===== src/rtl/aibnd_dcc_ctrl_if.sv =====
// Signal bundle between the DCC loop controller (master) and its counter/detector side (slave).
// Optional AIBND_DCC_SHADOW_CHK_EN adds the shadow_mismatch status line.
// Handshake: dcc_en is a level request; dcc_done qualifies dcc_code/dcc_err and holds until dcc_en drops.
interface aibnd_dcc_ctrl_if;
  logic       dcc_en;
  logic       pd_out;
  logic [4:0] cnt_q;
  logic       cnt_full;
  logic       cnt_dir;
  logic       cnt_hold;
  logic       cnt_nrst;
  logic [4:0] dcc_code;
  logic       dcc_done;
  logic       dcc_err;
`ifdef AIBND_DCC_SHADOW_CHK_EN
  logic       shadow_mismatch;
`endif

  modport master (
`ifdef AIBND_DCC_SHADOW_CHK_EN
    output shadow_mismatch,
`endif
    input  dcc_en, pd_out, cnt_q, cnt_full,
    output cnt_dir, cnt_hold, cnt_nrst, dcc_code, dcc_done, dcc_err
  );

  modport slave (
`ifdef AIBND_DCC_SHADOW_CHK_EN
    input  shadow_mismatch,
`endif
    output dcc_en, pd_out, cnt_q, cnt_full,
    input  cnt_dir, cnt_hold, cnt_nrst, dcc_code, dcc_done, dcc_err
  );
endinterface


===== src/rtl/aibnd_dcc_ctrl_fsm.sv =====
// DCC loop controller: settle, majority-sample the duty detector, step the 5-bit counter until lock.
// Optional AIBND_DCC_SHADOW_CHK_EN cross-checks cnt_q against an internal shadow count.
module aibnd_dcc_ctrl_fsm #(
  parameter int SETTLE_CYC = 8,
  parameter int AVG_LOG2   = 2
) (
  input logic             clk,
  input logic             rst,
  aibnd_dcc_ctrl_if.master bus
);
  localparam int         NSAMP       = 1 << AVG_LOG2;
  localparam logic [4:0] HALF        = 5'(NSAMP >> 1);
  localparam logic [7:0] SETTLE_LAST = 8'(SETTLE_CYC - 1);
  localparam logic [7:0] SAMP_LAST   = 8'(NSAMP - 1);

  typedef enum logic [2:0] {IDLE, SETTLE, SAMPLE, STEP, LOCKED, SAT} state_t;

  state_t     state;
  logic [7:0] cyc;
  logic [4:0] ones;
  logic       dir_p, hold_p;
  logic       nrst_q;
  logic [4:0] code_q;
  logic       done_q, err_q;
  logic       dir_n, hold_n;
  logic [4:0] ones_nxt;
  logic       inc, full;

  assign ones_nxt = ones + {4'd0, bus.pd_out};
  // With a single sample HALF is 0, so inc reduces to that sample.
  assign inc      = ones_nxt > HALF;

`ifdef AIBND_DCC_SHADOW_CHK_EN
  logic [4:0] shadow;
  logic       mismatch_q;
  assign full                = bus.cnt_full | (bus.cnt_q == 5'd31);
  assign bus.shadow_mismatch = mismatch_q;
`else
  assign full                = bus.cnt_full;
`endif

  always_ff @(posedge clk or posedge rst) begin
    if (rst) begin
      state  <= IDLE;
      cyc    <= '0;
      ones   <= '0;
      dir_p  <= 1'b0;
      hold_p <= 1'b1;
      nrst_q <= 1'b0;
      code_q <= '0;
      done_q <= 1'b0;
      err_q  <= 1'b0;
`ifdef AIBND_DCC_SHADOW_CHK_EN
      shadow     <= '0;
      mismatch_q <= 1'b0;
`endif
    end else if (!bus.dcc_en) begin
      state  <= IDLE;
      cyc    <= '0;
      ones   <= '0;
      dir_p  <= 1'b0;
      hold_p <= 1'b1;
      nrst_q <= 1'b0;
      code_q <= '0;
      done_q <= 1'b0;
      err_q  <= 1'b0;
`ifdef AIBND_DCC_SHADOW_CHK_EN
      shadow     <= '0;
      mismatch_q <= 1'b0;
`endif
    end else begin
      case (state)
        IDLE: begin
          state  <= SETTLE;
          cyc    <= '0;
          nrst_q <= 1'b1;
          hold_p <= 1'b1;
        end
        SETTLE: begin
          if (cyc == SETTLE_LAST) begin
            cyc  <= '0;
            ones <= '0;
`ifdef AIBND_DCC_SHADOW_CHK_EN
            if (bus.cnt_q != shadow) begin
              state      <= SAT;
              code_q     <= bus.cnt_q;
              done_q     <= 1'b1;
              err_q      <= 1'b1;
              mismatch_q <= 1'b1;
            end else begin
              state <= SAMPLE;
            end
`else
            state <= SAMPLE;
`endif
          end else begin
            cyc <= cyc + 8'd1;
          end
        end
        SAMPLE: begin
          if (cyc == SAMP_LAST) begin
            cyc  <= '0;
            ones <= '0;
            if (!inc) begin
              state  <= LOCKED;
              code_q <= bus.cnt_q;
              done_q <= 1'b1;
            end else if (full) begin
              state  <= SAT;
              code_q <= bus.cnt_q;
              done_q <= 1'b1;
              err_q  <= 1'b1;
            end else begin
              state  <= STEP;
              dir_p  <= 1'b1;
              hold_p <= 1'b0;
`ifdef AIBND_DCC_SHADOW_CHK_EN
              shadow <= shadow + 5'd1;
`endif
            end
          end else begin
            cyc  <= cyc + 8'd1;
            ones <= ones_nxt;
          end
        end
        STEP: begin
          state  <= SETTLE;
          cyc    <= '0;
          dir_p  <= 1'b0;
          hold_p <= 1'b1;
        end
        LOCKED, SAT: begin
          state <= state;
        end
        default: state <= IDLE;
      endcase
    end
  end

  // The counter gates clk with dir: retime on the falling edge so dir is stable across the high phase.
  always_ff @(negedge clk or posedge rst) begin
    if (rst) begin
      dir_n  <= 1'b0;
      hold_n <= 1'b1;
    end else begin
      dir_n  <= dir_p;
      hold_n <= hold_p;
    end
  end

  assign bus.cnt_dir  = dir_n;
  assign bus.cnt_hold = hold_n;
  assign bus.cnt_nrst = nrst_q;
  assign bus.dcc_code = code_q;
  assign bus.dcc_done = done_q;
  assign bus.dcc_err  = err_q;
endmodule


===== src/flat_wrapper.sv =====
// flat-port wrapper written by rule: the top's interface ports become plain ports
module aibnd_dcc_ctrl_fsm_flat 
#(
  parameter int SETTLE_CYC = 8,
  parameter int AVG_LOG2   = 2
)
  (clk, rst, bus_dcc_en, bus_pd_out, bus_cnt_q, bus_cnt_full, bus_cnt_dir, bus_cnt_hold, bus_cnt_nrst, bus_dcc_code, bus_dcc_done, bus_dcc_err);
  aibnd_dcc_ctrl_if bus_i ();
  input logic clk;
  input logic rst;
  input wire logic [$bits(bus_i.dcc_en)-1:0] bus_dcc_en;
  input wire logic [$bits(bus_i.pd_out)-1:0] bus_pd_out;
  input wire logic [$bits(bus_i.cnt_q)-1:0] bus_cnt_q;
  input wire logic [$bits(bus_i.cnt_full)-1:0] bus_cnt_full;
  output wire logic [$bits(bus_i.cnt_dir)-1:0] bus_cnt_dir;
  output wire logic [$bits(bus_i.cnt_hold)-1:0] bus_cnt_hold;
  output wire logic [$bits(bus_i.cnt_nrst)-1:0] bus_cnt_nrst;
  output wire logic [$bits(bus_i.dcc_code)-1:0] bus_dcc_code;
  output wire logic [$bits(bus_i.dcc_done)-1:0] bus_dcc_done;
  output wire logic [$bits(bus_i.dcc_err)-1:0] bus_dcc_err;
  assign bus_i.dcc_en = bus_dcc_en;
  assign bus_i.pd_out = bus_pd_out;
  assign bus_i.cnt_q = bus_cnt_q;
  assign bus_i.cnt_full = bus_cnt_full;
  assign bus_cnt_dir = bus_i.cnt_dir;
  assign bus_cnt_hold = bus_i.cnt_hold;
  assign bus_cnt_nrst = bus_i.cnt_nrst;
  assign bus_dcc_code = bus_i.dcc_code;
  assign bus_dcc_done = bus_i.dcc_done;
  assign bus_dcc_err = bus_i.dcc_err;
  aibnd_dcc_ctrl_fsm #(.SETTLE_CYC(SETTLE_CYC), .AVG_LOG2(AVG_LOG2)) u_core (.clk(clk), .rst(rst), .bus(bus_i));
endmodule

===== config.mk =====
export PLATFORM = sky130hd
export DESIGN_NAME = aibnd_dcc_ctrl_fsm_flat
export DESIGN_NICKNAME = d
export VERILOG_FILES = /design/src/rtl/aibnd_dcc_ctrl_if.sv /design/src/rtl/aibnd_dcc_ctrl_fsm.sv /design/src/flat_wrapper.sv
export SDC_FILE = /design/constraint.sdc
export NUM_CORES = 1
export LEC_CHECK = 0
export ABC_AREA = 1
export CORE_MARGIN = 2
export CORE_UTILIZATION = 50
export CTS_BUF_LIST = sky130_fd_sc_hd__clkbuf_8 sky130_fd_sc_hd__clkbuf_16
export DETAILED_ROUTE_END_ITERATION = 12
export MAX_ROUTING_LAYER = met4
export PLACE_DENSITY = 0.79
export SLEW_MARGIN = 20
export SYNTH_ARGS = -nofsm -noshare
export SYNTH_HDL_FRONTEND = slang
export SYNTH_SLANG_ARGS = --single-unit

===== constraint.sdc =====
create_clock -name clk -period 2.4 [get_ports clk]
set_input_delay 0.48 -clock clk [delete_from_list [all_inputs] [get_ports clk]]
set_output_delay 0.48 -clock clk [all_outputs]
set_load 0.02 [all_outputs]

==> flow_summary.json, run 1 <==
{
  "cts.clk_slew.worst_paths_ns": 0.10,
  "num_cts_buffers": 3,
  "ant_nets": 0,
  "relSlewSlack_pct": 71.1,
  "run_status": "finished, violations left",
  "power.share.switching_pct": 37.5,
  "critical_path_depth": 1,
  "insertedDiodeCount": 0,
  "die_w_um": 60.1,
  "cp.arrival_ns": 2.16,
  "wl_met2_um": 1430,
  "final.setup.tns_ns": -0.328,
  "synthesis.nets": 217,
  "crit_chain": "buf_6",
  "gr-usage-all-layers_pct": 20.9,
  "vias_in_the_first_global_route": 1280,
  "count_of_final_setup_violators": 2,
  "gpl.final_weighted_congestion": 0.874,
  "wl_met3_um": 108,
  "critical-path-max-stage-delay_ns": 0.51,
  "detail_route.wirelength.met1_um": 1460,
  "clock_skew_ns": 0.0609,
  "crit_path_top_delay_cell": "sky130_fd_sc_hd__dfstp_2",
  "synth_cells": 204,
  "worstSetupEndpointType": "output pin",
  "worstSetupStartpoint": "u_core.bus.cnt_hold$_DFF_NP1_",
  "max_slew.worst_pin.slew_ns": 0.431,
  "reg2reg_slack_ns": 0.60,
  "die_area_mm2": 0.00361,
  "drcViolationCount": 0,
  "detail_route.wirelength_um": 3080,
  "effective_utilization_at_floorplan_pct": 51.9,
  "synth_area_mm2": 0.00157,
  "reg2reg_depth": 10,
  "num_rows": 20,
  "p_clk_share_pct": 21.9,
  "timing.rr.start": "u_core.ones[0]$_DFFE_PP0P_",
  "vertical_extent_of_the_die_um": 60.1,
  "synth_warnings": 0,
  "antenna_violations_before_repair": 0,
  "num_io_pins": 20,
  "dr.first_iter.drc_count": 56,
  "power_switching_uw": 579,
  "cts_buffer_depth": 2,
  "design_power_total_uw": 1550,
  "utilization_pct": 62.5,
  "drive_above_1_share_pct": 20.2,
  "cts.root.buffer_cell": "sky130_fd_sc_hd__clkbuf_8",
  "top_signal_layer_used": "met4",
  "finalNetCount": 242,
  "hold_class": "flip-flop to flip-flop",
  "critPathMaxFanout": 1,
  "worstReg2RegEnd": "u_core.bus.dcc_code[4]$_DFFE_PP0P_",
  "failed_checks": "negative setup slack",
  "rsz0062_at_grt": "yes",
  "tritoncts": "done",
  "mostFrequentLayoutCell": "sky130_fd_sc_hd__nand2_1",
  "overflow": 0,
  "cts.htree.levels": 1,
  "syn_area_cell_um2": 7.70,
  "comb_power_share_pct": 37.2,
  "worst_setup_path_start_kind": "flip-flop",
  "placement.io_buffers": 19,
  "dp.cells": 268,
  "critPathCapture": "bus_cnt_hold",
  "p_seq_share_pct": 41.0,
  "power.static_leakage_uw": 0.000962,
  "layout.cells.most_common_list": "sky130_fd_sc_hd__nand2_1, sky130_fd_sc_hd__dfrtp_1, sky130_fd_sc_hd__nand3_1, sky130_fd_sc_hd__clkdlybuf4s50_1, sky130_fd_sc_hd__inv_1",
  "wl_per_cell_um": 11.3,
  "synth.distinct_cells": 28,
  "power-per-cell-area_mw_per_mm2": 817,
  "finalHoldViolCount": 0,
  "yosys_register_bits": 28,
  "critical-path-top-delay-family": "flip-flops",
  "maximum_number_of_pins_on_one_net_before_global_route_repair": 27,
  "routed-via-count": 1348,
  "timing.critical_path.buf_inv": 1,
  "cts.sink_count": 28,
  "core_region_area_mm2": 0.00303,
  "slew_viol_final": 0,
  "worstSetupPathType": "flip-flop to output pin",
  "power_report.internal_total_uw": 966,
  "global_route_wire_length_before_repair_um": 5460,
  "drt-pass1-iter-count": 5,
  "hpwl_after_dpl_um": 2310,
  "area_growth_pct": 20.5,
  "yosysSeqAreaShare_pct": 44.7,
  "finalHoldWorstSlack_ns": 0.473,
  "route.detailed.vias_per_inst": 4.96,
  "hold_buffers": 0,
  "ir_drop_worst_vdd_mv": 0.409,
  "worst-endpoint-required_ns": 1.92,
  "drv.max_cap_violation_count": 0,
  "clock_insertion_delay_worst_skew_ns": 0.34,
  "timing.final.ws_setup_ns": -0.241,
  "final_cell_count_no_fill": 272
}
worst min path at each step:
stage                                             from                            endpoint  slack, ns  cells past startpoint
finish                       u_core.hold_p$_DFFE_PP1P_           u_core.hold_p$_DFFE_PP1P_       0.47                      2
global route        u_core.bus.dcc_code[0]$_DFFE_PP0P_  u_core.bus.dcc_code[0]$_DFFE_PP0P_       0.51                      2
CTS                          u_core.hold_p$_DFFE_PP1P_           u_core.hold_p$_DFFE_PP1P_       0.47                      2
detailed placement           u_core.hold_p$_DFFE_PP1P_           u_core.hold_p$_DFFE_PP1P_       0.46                      2
global placement             u_core.hold_p$_DFFE_PP1P_           u_core.hold_p$_DFFE_PP1P_       0.45                      2
floorplan                     u_core.dir_p$_DFFE_PP0P_            u_core.dir_p$_DFFE_PP0P_       0.44                      2
sequential cells by signal, indices dropped and copies added (netlist names):
register	cells
u_core.cyc	8
u_core.bus.dcc_code	5
u_core.ones	5
u_core.state	3
u_core.bus.cnt_dir	1
u_core.bus.cnt_hold	1
u_core.bus.cnt_nrst	1
u_core.bus.dcc_done	1
u_core.bus.dcc_err	1
u_core.dir_p	1
u_core.hold_p	1
kinds of logic (layout without fill, tap and decap cells):
group | count (synthesis) | count (layout) | synth area share, %
DFF | 28 | 28 | 44.7
and+or+nand+nor | 120 | 120 | 35.1
xor gates and xnor gates | 3 | 3 | 1.67
buffers and inverters | 29 | 53 | 7.40
adders and majority gates | 3 | 3 | 2.39
AOI/OAI and AO/OA | 21 | 21 | 8.68
synthesized netlist by cell type (all sizes together):
cell type  instances  area share, %
nor3               1           0.32
nand4              3            1.2
a21boi             1           0.48
inv               27            6.4
ha                 3            2.4
a31oi              1           0.40
dfrtp             25             40
xor2               3            1.7
o21ai             13            5.6
a21oi              4            1.3
o21a               1           0.48
buf                1           0.72
nand3             19            7.2
nor2              19            5.8
clkbuf             1           0.24
nor3b              1           0.80
dfstp              2            3.3
o211ai             1           0.48
nand2             77             20
dfrtn              1            1.6
routing by layer:
layer	up-vias	track usage (%)
met1	613	26.1
met2	36	33.7
met4	0	8.89
met5	-	-
li1	690	-
met3	9	3.03
layout make-up:
class	count	area [µm²]
Multi-Input combinational cell	147	752
Fill cell	245	1130
Timing Repair Buffer	22	215
Sequential cell	28	703
Clock buffer	4	66.3
Inverter	26	97.6
Tap cell	44	55.1
Clock inverter	1	3.75
timing repair:
action                                  CTS  global route
gates cloned                              0             0
endpoints found under the setup margin    2             2
hold endpoints to repair                  0             0
setup buffers                             0             0
resized for setup                        12             0
per-stage QoR:
step	instance area, µm²	setup slack [ns]
finish	1890	-0.241
floorplan	1570	0.166
global placement	1820	-0.357
global route	1890	-0.285
CTS	1890	-0.249
detailed placement	1820	-0.360
power groups by stage:
stage               Combinational (µW)  Sequential, µW  Clock, µW
floorplan                          362             670       5.21
global placement                   557             636       5.21
detailed placement                 567             639       5.21
CTS                                575             633        350
global route                       648             647        366
finish                             575             633        338
Note: power is estimated with default switching activity, not from simulation.
==> inputs of run 2 (changes only) <==
--- a/config.mk
+++ b/config.mk
@@ -6,12 +6,14 @@
 export NUM_CORES = 1
 export LEC_CHECK = 0
 export ABC_AREA = 1
+export CELL_PAD_IN_SITES_DETAIL_PLACEMENT = 1
+export CELL_PAD_IN_SITES_GLOBAL_PLACEMENT = 1
 export CORE_MARGIN = 2
-export CORE_UTILIZATION = 50
+export CORE_UTILIZATION = 40
 export CTS_BUF_LIST = sky130_fd_sc_hd__clkbuf_8 sky130_fd_sc_hd__clkbuf_16
 export DETAILED_ROUTE_END_ITERATION = 12
 export MAX_ROUTING_LAYER = met4
-export PLACE_DENSITY = 0.79
+export PLACE_DENSITY_LB_ADDON = 0.1
 export SLEW_MARGIN = 20
 export SYNTH_ARGS = -nofsm -noshare
 export SYNTH_HDL_FRONTEND = slang
==> flow_summary.json, run 2 (synthesis gave the netlist of run 1 again) <==
{
  "run_status": "finished, violations left",
  "failed_checks": "negative setup slack",
  "finalNetCount": 243,
  "detail_route.wirelength_um": 3770,
  "ir_drop_worst_vdd_mv": 0.360,
  "grt.busiest_layer": "met2",
  "drv.max_cap_violation_count": 0,
  "cts_buffer_depth": 2,
  "worstSetupEndpointType": "output pin",
  "design_power_total_uw": 1540,
  "effective_utilization_at_floorplan_pct": 42.3,
  "relSlewSlack_pct": 74.9,
  "worst_setup_path_start_kind": "flip-flop",
  "dp_slack_ns": -0.367,
  "hold_buffers": 0,
  "num_rows": 22,
  "vias_in_the_first_global_route": 1412,
  "finalHoldViolCount": 0,
  "clock_insertion_delay_worst_skew_ns": 0.34,
  "num_cts_buffers": 3,
  "slew_viol_final": 0,
  "cts.clk_slew.worst_paths_ns": 0.10,
  "postCtsSetupRepairBufs": 0,
  "worst-endpoint-required_ns": 1.92,
  "drt-pass1-iter-count": 4,
  "max_slew.worst_pin.slew_ns": 0.374,
  "critPathMaxFanout": 1,
  "met1_usage_pct": 24.7,
  "timing.critical_path.buf_inv": 1,
  "overflow": 0,
  "drcViolationCount": 0,
  "power-per-cell-area_mw_per_mm2": 814,
  "placement.io_buffers": 19,
  "crit_path_top_delay_cell": "sky130_fd_sc_hd__dfstp_2",
  "layout.cells.most_common_list": "sky130_fd_sc_hd__nand2_1, sky130_fd_sc_hd__dfrtp_1, sky130_fd_sc_hd__nand3_1, sky130_fd_sc_hd__clkdlybuf4s50_1, sky130_fd_sc_hd__inv_1",
  "finalHoldWorstSlack_ns": 0.479,
  "global_route_wire_length_before_repair_um": 6480,
  "cts_repair_resizes": 12,
  "fillers": 472,
  "crit_chain": "buf_6",
  "power.static_leakage_uw": 0.000962,
  "critical-path-top-delay-family": "flip-flops",
  "critical-path-max-stage-delay_ns": 0.52,
  "dr.first_iter.drc_count": 57,
  "reg2reg_slack_ns": 0.55,
  "worstSetupPathType": "flip-flop to output pin",
  "largest-register": "u_core.cyc",
  "num_io_pins": 20,
  "route.detailed.vias_per_inst": 5.08,
  "tritoncts": "done",
  "largest_reg_flops": 8,
  "die_area_mm2": 0.00445,
  "hold_class": "flip-flop to flip-flop",
  "groute.layer.met3.usage_pct": 2.53,
  "cts.htree.levels": 1,
  "vertical_extent_of_the_die_um": 66.7,
  "maximum_number_of_pins_on_one_net_before_global_route_repair": 18,
  "insertedDiodeCount": 0,
  "ant_nets": 0,
  "gpl.final_weighted_congestion": 0.860,
  "cts.sink_count": 28,
  "antenna_violations_before_repair": 0,
  "gr-usage-all-layers_pct": 19.8,
  "rsz0062_at_grt": "yes",
  "die_w_um": 66.7,
  "count_of_final_setup_violators": 2,
  "hpwl_after_dpl_um": 2990,
  "core_region_area_mm2": 0.00372,
  "cp.arrival_ns": 2.17,
  "timing.final.ws_setup_ns": -0.247,
  "gr-usage-met2_pct": 33.0,
  "cts.root.buffer_cell": "sky130_fd_sc_hd__clkbuf_8",
  "area_growth_pct": 20.5,
  "drive_above_1_share_pct": 20.5,
  "mostFrequentLayoutCell": "sky130_fd_sc_hd__nand2_1",
  "wl_per_cell_um": 13.6,
  "clock_skew_ns": 0.0640,
  "routed-via-count": 1406
}
[run 2: area by class of cell]
cell class	instances	area [µm²]	share of cell area, %
Timing Repair Buffer	23	223	11.8
Multi-Input combinational cell	147	752	39.7
Inverter	26	97.6	5.15
Tap cell	48	60.1	3.17
Clock inverter	1	3.75	0.198
Clock buffer	4	55.1	2.91
Sequential cell	28	703	37.1
[run 2: power by group]
part | switching [µW] | total, µW | internal [µW]
registers | 69.5 | 638 | 568
logic | 378 | 594 | 216
clock network | 162 | 312 | 149
total | 609 | 1540 | 933
[run 2: final timing paths]
kind	startpoint	to	cells past startpoint
setup / recovery	u_core.bus.cnt_hold$_DFF_NP1_	bus_cnt_hold	1
hold / removal	u_core.hold_p$_DFFE_PP1P_	u_core.hold_p$_DFFE_PP1P_	2
setup reg to reg	u_core.ones[0]$_DFFE_PP0P_	u_core.bus.dcc_done$_DFFE_PP0P_	10
hold reg to reg	u_core.hold_p$_DFFE_PP1P_	u_core.hold_p$_DFFE_PP1P_	2
max in group asynchronous	rst	u_core.bus.cnt_hold$_DFF_NP1_	2
min in group asynchronous	rst	u_core.dir_p$_DFFE_PP0P_	3
[run 2: stage by stage]
step | setup TNS, ns | instance area (µm²) | cells | utilization [%]
2_1_floorplan | 0 | 1570 | 204 | -
3_3_place_gp | -0.598 | 1840 | 273 | 49.4
3_5_place_dp | -0.638 | 1840 | 273 | 49.4
4_1_cts | -0.368 | 1890 | 277 | 51.0
5_1_grt | -0.417 | 1890 | 277 | 51.0
6_report | -0.348 | 1890 | 277 | 51.0
[run 2: metal layers]
layer / share of wire, % / vias to the layer above / wire, µm
met2: 49 / 28 / 1840
met5: 0 / - / 0
met4: 1.8 / 0 / 69
met1: 46 / 679 / 1730
li1: - / 693 / -
met3: 3.4 / 6 / 128
